===== src/rtl/robotron_mem_ctrl_if.sv =====
`default_nettype none
// ============================================================================
// Module   : robotron_mem_ctrl_if
// Purpose  : Request/response and memory-pin bundle for robotron_mem_ctrl.
//            The master side is the requester plus the memory device. It
//            drives the request fields and the read data bus. The slave
//            side is the controller.
// Revision : 1.0 - initial release
// ============================================================================
interface robotron_mem_ctrl_if;
  // Requester side
  logic        req;
  logic        we;
  logic        sel_flash;
  logic [23:0] addr;
  logic [7:0]  wdata;
  logic        busy;
  logic        ack;
  logic        err;
  logic [7:0]  rdata;
  // Memory pin side
  logic [22:0] MemAdr;
  logic [15:0] MemDB_out;
  logic [15:0] MemDB_in;
  logic        MemOE;
  logic        MemWR;
  logic        RamCS;
  logic        RamLB;
  logic        RamUB;
  logic        FlashCS;

  modport master (
    output req, we, sel_flash, addr, wdata, MemDB_in,
    input  busy, ack, err, rdata,
    input  MemAdr, MemDB_out, MemOE, MemWR, RamCS, RamLB, RamUB, FlashCS
  );

  modport slave (
    input  req, we, sel_flash, addr, wdata, MemDB_in,
    output busy, ack, err, rdata,
    output MemAdr, MemDB_out, MemOE, MemWR, RamCS, RamLB, RamUB, FlashCS
  );
endinterface
`default_nettype wire


===== src/rtl/robotron_mem_ctrl.sv =====
`default_nettype none
// ============================================================================
// Module   : robotron_mem_ctrl
// Purpose  : Single-byte bus initiator for shared SRAM and nibble-packed
//            program flash. Each access runs through three timed phases:
//            setup, strobe and hold. All outputs are registered.
// Revision : 1.0 - initial release
// ============================================================================
module robotron_mem_ctrl #(
  parameter int SETUP_CYC = 1,
  parameter int RD_WAIT   = 2,
  parameter int WR_WAIT   = 2
) (
  input  logic                clk,
  input  logic                reset,
  robotron_mem_ctrl_if.slave  bus
);

  // One down-counter serves both the setup and the strobe phase, so it is
  // sized for the longest of the three programmable phase lengths.
  localparam int MAX_WAIT = (RD_WAIT > WR_WAIT) ? RD_WAIT : WR_WAIT;
  localparam int MAX_CNT  = (SETUP_CYC > MAX_WAIT) ? SETUP_CYC : MAX_WAIT;
  localparam int CNT_W    = (MAX_CNT > 1) ? $clog2(MAX_CNT) : 1;

  localparam logic [CNT_W-1:0] SETUP_LOAD = CNT_W'(SETUP_CYC - 1);
  localparam logic [CNT_W-1:0] RD_LOAD    = CNT_W'(RD_WAIT - 1);
  localparam logic [CNT_W-1:0] WR_LOAD    = CNT_W'(WR_WAIT - 1);
  localparam logic [CNT_W-1:0] CNT_ZERO   = '0;
  localparam logic [CNT_W-1:0] CNT_ONE    = CNT_W'(1);

  typedef enum logic [1:0] {
    S_IDLE   = 2'd0,
    S_SETUP  = 2'd1,
    S_STROBE = 2'd2,
    S_HOLD   = 2'd3
  } state_t;

  state_t           state_q, state_d;
  logic [CNT_W-1:0] cnt_q, cnt_d;
  logic             we_q, we_d;
  logic             flash_q, flash_d;
  logic             lsb_q, lsb_d;
  logic             busy_q, busy_d;
  logic             ack_q, ack_d;
  logic             err_q, err_d;
  logic [7:0]       rdata_q, rdata_d;
  logic [22:0]      mem_adr_q, mem_adr_d;
  logic [15:0]      mem_db_q, mem_db_d;
  logic             mem_oe_q, mem_oe_d;
  logic             mem_wr_q, mem_wr_d;
  logic             ram_cs_q, ram_cs_d;
  logic             ram_lb_q, ram_lb_d;
  logic             ram_ub_q, ram_ub_d;
  logic             flash_cs_q, flash_cs_d;

  // State register and all registered outputs; reset aborts any access.
  always_ff @(posedge clk or posedge reset) begin
    if (reset) begin
      state_q    <= S_IDLE;
      cnt_q      <= '0;
      we_q       <= 1'b0;
      flash_q    <= 1'b0;
      lsb_q      <= 1'b0;
      busy_q     <= 1'b0;
      ack_q      <= 1'b0;
      err_q      <= 1'b0;
      rdata_q    <= '0;
      mem_adr_q  <= '0;
      mem_db_q   <= '0;
      mem_oe_q   <= 1'b1;
      mem_wr_q   <= 1'b1;
      ram_cs_q   <= 1'b1;
      ram_lb_q   <= 1'b1;
      ram_ub_q   <= 1'b1;
      flash_cs_q <= 1'b1;
    end else begin
      state_q    <= state_d;
      cnt_q      <= cnt_d;
      we_q       <= we_d;
      flash_q    <= flash_d;
      lsb_q      <= lsb_d;
      busy_q     <= busy_d;
      ack_q      <= ack_d;
      err_q      <= err_d;
      rdata_q    <= rdata_d;
      mem_adr_q  <= mem_adr_d;
      mem_db_q   <= mem_db_d;
      mem_oe_q   <= mem_oe_d;
      mem_wr_q   <= mem_wr_d;
      ram_cs_q   <= ram_cs_d;
      ram_lb_q   <= ram_lb_d;
      ram_ub_q   <= ram_ub_d;
      flash_cs_q <= flash_cs_d;
    end
  end

  // Next-state and next-output logic. Outputs are computed one cycle ahead
  // so that every pin comes straight from a flop.
  always_comb begin
    state_d    = state_q;
    cnt_d      = cnt_q;
    we_d       = we_q;
    flash_d    = flash_q;
    lsb_d      = lsb_q;
    busy_d     = busy_q;
    ack_d      = 1'b0;
    err_d      = 1'b0;
    rdata_d    = rdata_q;
    mem_adr_d  = mem_adr_q;
    mem_db_d   = mem_db_q;
    mem_oe_d   = mem_oe_q;
    mem_wr_d   = mem_wr_q;
    ram_cs_d   = ram_cs_q;
    ram_lb_d   = ram_lb_q;
    ram_ub_d   = ram_ub_q;
    flash_cs_d = flash_cs_q;

    case (state_q)
      S_IDLE: begin
        if (bus.req) begin
          if (bus.sel_flash && bus.we) begin
            // Flash is read-only: refuse without touching the bus.
            ack_d = 1'b1;
            err_d = 1'b1;
          end else begin
            we_d    = bus.we;
            flash_d = bus.sel_flash;
            lsb_d   = bus.addr[0];
            busy_d  = 1'b1;
            cnt_d   = SETUP_LOAD;
            state_d = S_SETUP;
            // Reads enable the output driver from the start of setup.
            mem_oe_d = bus.we;
            if (bus.we) begin
              mem_db_d = {bus.wdata, bus.wdata};
            end
            if (bus.sel_flash) begin
              // One byte per flash word; the top address bit is ignored.
              mem_adr_d  = bus.addr[22:0];
              flash_cs_d = 1'b0;
            end else begin
              mem_adr_d = bus.addr[23:1];
              ram_cs_d  = 1'b0;
              ram_lb_d  = bus.addr[0];
              ram_ub_d  = ~bus.addr[0];
            end
          end
        end
      end

      S_SETUP: begin
        if (cnt_q == CNT_ZERO) begin
          state_d = S_STROBE;
          cnt_d   = we_q ? WR_LOAD : RD_LOAD;
          if (we_q) begin
            mem_wr_d = 1'b0;
          end
        end else begin
          cnt_d = cnt_q - CNT_ONE;
        end
      end

      S_STROBE: begin
        if (cnt_q == CNT_ZERO) begin
          state_d  = S_HOLD;
          mem_oe_d = 1'b1;
          mem_wr_d = 1'b1;
          if (!we_q) begin
            // Flash words carry the byte as {4'b0,hi,4'b0,lo}.
            if (flash_q) begin
              rdata_d = {bus.MemDB_in[11:8], bus.MemDB_in[3:0]};
            end else if (lsb_q) begin
              rdata_d = bus.MemDB_in[15:8];
            end else begin
              rdata_d = bus.MemDB_in[7:0];
            end
          end
        end else begin
          cnt_d = cnt_q - CNT_ONE;
        end
      end

      S_HOLD: begin
        // Address, selects and data were held through this cycle.
        state_d    = S_IDLE;
        busy_d     = 1'b0;
        ack_d      = 1'b1;
        ram_cs_d   = 1'b1;
        ram_lb_d   = 1'b1;
        ram_ub_d   = 1'b1;
        flash_cs_d = 1'b1;
      end

      default: begin
        state_d = S_IDLE;
      end
    endcase
  end

  assign bus.busy      = busy_q;
  assign bus.ack       = ack_q;
  assign bus.err       = err_q;
  assign bus.rdata     = rdata_q;
  assign bus.MemAdr    = mem_adr_q;
  assign bus.MemDB_out = mem_db_q;
  assign bus.MemOE     = mem_oe_q;
  assign bus.MemWR     = mem_wr_q;
  assign bus.RamCS     = ram_cs_q;
  assign bus.RamLB     = ram_lb_q;
  assign bus.RamUB     = ram_ub_q;
  assign bus.FlashCS   = flash_cs_q;

endmodule
`default_nettype wire


===== src/flat_wrapper.sv =====
// flat-port wrapper written by rule: the top's interface ports become plain ports
module robotron_mem_ctrl_flat 
#(
  parameter int SETUP_CYC = 1,
  parameter int RD_WAIT   = 2,
  parameter int WR_WAIT   = 2
)
  (clk, reset, bus_req, bus_we, bus_sel_flash, bus_addr, bus_wdata, bus_MemDB_in, bus_busy, bus_ack, bus_err, bus_rdata, bus_MemAdr, bus_MemDB_out, bus_MemOE, bus_MemWR, bus_RamCS, bus_RamLB, bus_RamUB, bus_FlashCS);
  robotron_mem_ctrl_if bus_i ();
  input  logic clk;
  input  logic reset;
  input wire logic [$bits(bus_i.req)-1:0] bus_req;
  input wire logic [$bits(bus_i.we)-1:0] bus_we;
  input wire logic [$bits(bus_i.sel_flash)-1:0] bus_sel_flash;
  input wire logic [$bits(bus_i.addr)-1:0] bus_addr;
  input wire logic [$bits(bus_i.wdata)-1:0] bus_wdata;
  input wire logic [$bits(bus_i.MemDB_in)-1:0] bus_MemDB_in;
  output wire logic [$bits(bus_i.busy)-1:0] bus_busy;
  output wire logic [$bits(bus_i.ack)-1:0] bus_ack;
  output wire logic [$bits(bus_i.err)-1:0] bus_err;
  output wire logic [$bits(bus_i.rdata)-1:0] bus_rdata;
  output wire logic [$bits(bus_i.MemAdr)-1:0] bus_MemAdr;
  output wire logic [$bits(bus_i.MemDB_out)-1:0] bus_MemDB_out;
  output wire logic [$bits(bus_i.MemOE)-1:0] bus_MemOE;
  output wire logic [$bits(bus_i.MemWR)-1:0] bus_MemWR;
  output wire logic [$bits(bus_i.RamCS)-1:0] bus_RamCS;
  output wire logic [$bits(bus_i.RamLB)-1:0] bus_RamLB;
  output wire logic [$bits(bus_i.RamUB)-1:0] bus_RamUB;
  output wire logic [$bits(bus_i.FlashCS)-1:0] bus_FlashCS;
  assign bus_i.req = bus_req;
  assign bus_i.we = bus_we;
  assign bus_i.sel_flash = bus_sel_flash;
  assign bus_i.addr = bus_addr;
  assign bus_i.wdata = bus_wdata;
  assign bus_i.MemDB_in = bus_MemDB_in;
  assign bus_busy = bus_i.busy;
  assign bus_ack = bus_i.ack;
  assign bus_err = bus_i.err;
  assign bus_rdata = bus_i.rdata;
  assign bus_MemAdr = bus_i.MemAdr;
  assign bus_MemDB_out = bus_i.MemDB_out;
  assign bus_MemOE = bus_i.MemOE;
  assign bus_MemWR = bus_i.MemWR;
  assign bus_RamCS = bus_i.RamCS;
  assign bus_RamLB = bus_i.RamLB;
  assign bus_RamUB = bus_i.RamUB;
  assign bus_FlashCS = bus_i.FlashCS;
  robotron_mem_ctrl #(.SETUP_CYC(SETUP_CYC), .RD_WAIT(RD_WAIT), .WR_WAIT(WR_WAIT)) u_core (.clk(clk), .reset(reset), .bus(bus_i));
endmodule

===== config.mk =====
export PLATFORM = sky130hd
export DESIGN_NAME = robotron_mem_ctrl_flat
export DESIGN_NICKNAME = d
export VERILOG_FILES = /design/src/rtl/robotron_mem_ctrl_if.sv /design/src/rtl/robotron_mem_ctrl.sv /design/src/flat_wrapper.sv
export SDC_FILE = /design/constraint.sdc
export NUM_CORES = 1
export LEC_CHECK = 0
export ABC_AREA = 0
export CAP_MARGIN = 20
export CORE_MARGIN = 2
export CORE_UTILIZATION = 44
export CTS_CLUSTER_DIAMETER = 30
export CTS_CLUSTER_SIZE = 28
export DETAILED_ROUTE_END_ITERATION = 8
export GPL_TIMING_DRIVEN = 0
export PLACE_DENSITY = 0.8
export SLEW_MARGIN = 40
export SYNTH_ARGS = -nofsm -noshare
export SYNTH_HDL_FRONTEND = slang
export SYNTH_SLANG_ARGS = --single-unit

===== constraint.sdc =====
create_clock -name clk -period 1.9 [get_ports clk]
set_input_delay 0.475 -clock clk [delete_from_list [all_inputs] [get_ports clk]]
set_output_delay 0.475 -clock clk [all_outputs]
set_load 0.05 [all_outputs]

==> qor.txt, run 1 <==
status - completed
highest clock rate - 544.4 MHz
CTS Buf Count - 5
multi-input logic area - 0.001320 mm²
Buf/Inv on CP - 1
residual DRC count - 0
Area growth syn-to-layout - 44.88%
crit path DAT - 1.36 ns
dominant cell type by area after synthesis - dfrtp_1
WP depth - 1
Clock Latency Late Sink - 0.30 ns
WP data required - 1.42 ns
worst hold path type - in -> async
Peak VDD IR - 0.9886 mV
first-pass GRT wire length - 10210 µm
Setup WS pre-CTS - -0.3954 ns
layout cell share with drive strength beyond 1 - 0.3294
top cell type's share of synthesized area - 0.4257
crit end category - primary output
largest stage delay on the critical path - 0.57 ns
power per cell area - 1861 mW/mm²
Antenna Cells - 0
unrepaired setup endpoints after global routing - no
Post-synth EDFFs - 0
crit-path cells - clkdlybuf4s15_1
CTS tree - done
Top delay family on crit path - flip-flops
Starting DRT DRC Count - 39
# IOs - 109
Synth area leaders - dfrtp_1 43%, mux2_2 16%, mux2_4 11%
CP endpoint - bus_RamUB
ys flop type - dfrtp_1
Mapped Cells - 217
distinct cell type count after synthesis - 37
Worst Tran Pin Value - 0.5169 ns
P_leak - 1.874 nW
commonest cells in the netlist - 48 x dfrtp_1, 41 x mux2_2, 20 x mux2_4, 16 x nand2_1, 10 x buf_4
routed wire length - 6152 µm
initial antenna violation count - 0
PnR worst setup slack - 0.06296 ns
R2R Path End - u_core.bus.MemAdr[9]
sequential share of the synthesized area - 0.4816
critical path class - reg -> out
FP Rows - 29
Nets - 395
grt ovf - 0
Worst Setup SP - u_core.bus.RamUB
reg-to-reg critical path startpoint - u_core.state_q[0]
Vias - 2091
skew final - 0.01214 ns
FFs w/ async S/R, synth - 1.000
R2R Setup Slk - 0.12 ns
Hold Vio Cnt, Final - 0
First-pass DRT Iterations - 4
I/O Buffers - 107
post-route non-filler standard cell count - 414
Die Wd - 84.08 µm
final period utilization - 0.9669
Max FO, Critical Path - 3
largest net degree at the start of global routing - 41
routed len/inst - 14.86 µm
H-tree depth - 2
Die Ht - 84.08 µm
synthesized flop and latch total - 54
die area - 0.007069 mm²
All-Layer GR Usage - 0.1776
Syn Area/Cell - 13.00 µm²
R2R depth - 6
clk root buf - clkbuf_8
Worst-path clk slew - 0.10 ns
maxcap violations - 0
syn nets - 276
register area - 0.001359 mm²
Cell Area, Synth - 0.002821 mm²
placed insts - 402
min cycle time layout - 1.837 ns
yosys warns - 0
Critical Path Start Type - flop
CTS Sinks - 54
Post-DRT Antenna Nets - 0
Pins Over Slew Limit - 0
core area - 0.006277 mm²
count leader, synth - dfrtp_1
GPL Wtd Cong - 0.7676
number of global-route vias before repair - 2130
Post-DP HPWL - 4729 µm
final setup vio count - 0
Starting Density - 0.4495
Slowest-stage cell, CP - dfstp_2
Fillers - 504
relative slew slack - 0.6567
vias per std cell - 5.051
clock tree buffer depth - 2
-- per-stage QoR --
step	utilization	setup TNS, ns	power (mW)	hold slack (ns)	area, µm²
after CTS	0.6448	0	7.622	0.4393	4048
final	0.6512	0	7.608	0.4377	4088
after detailed placement	0.6390	-9.162	7.330	0.4940	4011
after global routing	0.6512	0	8.037	0.4383	4088
after global placement	0.6354	-54.02	7.242	0.4836	3989
after floorplan	-	0	5.752	0.5311	2821
-- final cells by class --
cell class,instances,area share
Buffer,18,0.03153
Clock buffer,7,0.02357
Clock inverter,1,0.002143
Inverter,7,0.007040
Multi-Input combinational cell,138,0.3229
Sequential cell,54,0.3324
Tap cell,77,0.02357
Timing Repair Buffer,112,0.2568
-- how the worst min path moves through the flow --
stage	slack [ns]	to
floorplan	0.53	u_core.we_q
global placement	0.48	u_core.bus.MemWR
detailed placement	0.49	u_core.bus.MemWR
CTS	0.44	u_core.bus.MemDB_out[14]
global route	0.44	u_core.bus.MemAdr[5]
finish	0.44	u_core.bus.MemDB_out[14]
-- power breakdown --
| group | total [mW] | leakage, nW | switching, mW | internal [mW] |
|---|---|---|---|---|
| combinational | 4.80 | 1.18 | 3.05 | 1.75 |
| clock | 0.696 | 0.0544 | 0.362 | 0.335 |
| sequential | 2.11 | 0.638 | 0.354 | 1.76 |
-- cells by family after synthesis --
kind of cell / after synthesis / share of synthesized area
fa+ha+maj: 6 / 0.02661
flops: 54 / 0.4816
compound gates: 32 / 0.09136
simple gates: 34 / 0.05854
buf+inv: 25 / 0.05366
mux: 66 / 0.2882
-- sequential cells by signal (all words and copies together), names as in the netlist, 2 cells and up --
name	count
u_core.state_q	2
u_core.bus.MemAdr	23
u_core.bus.MemDB_out	8
u_core.bus.rdata	8
-- repair_timing --
item                       in CTS  in global routing
setup buffers                   0                  4
setup endpoints to repair      66                 25
hold endpoints to repair        0                  0
hold buffers                    0                  0
gates resized for setup        57                  7
-- layout by cell type (no fill, tap or decap), types with 2 or more instances in the layout --
| cell type | count |
|---|---|
| buf_2 | 3 |
| clkbuf_8 | 7 |
| inv_1 | 6 |
| a21oi_1 | 2 |
| ha_1 | 5 |
| buf_4 | 14 |
| clkdlybuf4s15_1 | 2 |
| a22oi_1 | 2 |
| nand2b_1 | 4 |
| o21ai_0 | 6 |
| nor2_1 | 8 |
| clkbuf_2 | 2 |
| o22a_2 | 2 |
| mux2_2 | 41 |
| mux2i_1 | 4 |
| o22a_1 | 4 |
| o21ba_2 | 2 |
| a31oi_1 | 5 |
| mux2_4 | 20 |
| dfstp_2 | 6 |
| dlygate4sd2_1 | 53 |
| clkdlybuf4s50_1 | 51 |
| buf_6 | 2 |
| nand2_1 | 16 |
| dfrtp_1 | 48 |
-- routing by layer --
metal | wire length, µm | part of all wire | track usage
met1 | 2676 | 0.43 | 0.2359
met5 | 0 | 0 | 0
met2 | 2999 | 0.49 | 0.2951
met4 | 46 | 0.0075 | 0.03519
met3 | 429 | 0.070 | 0.04550
Power figures use the tool's default switching activity.
==> run 2, diff against run 1 <==
Settings changed: HOLD_SLACK_MARGIN from default to 0.15.
==> results of run 2 <==
Same layout as run 1: the final DEF is identical, and so are final timing and power.
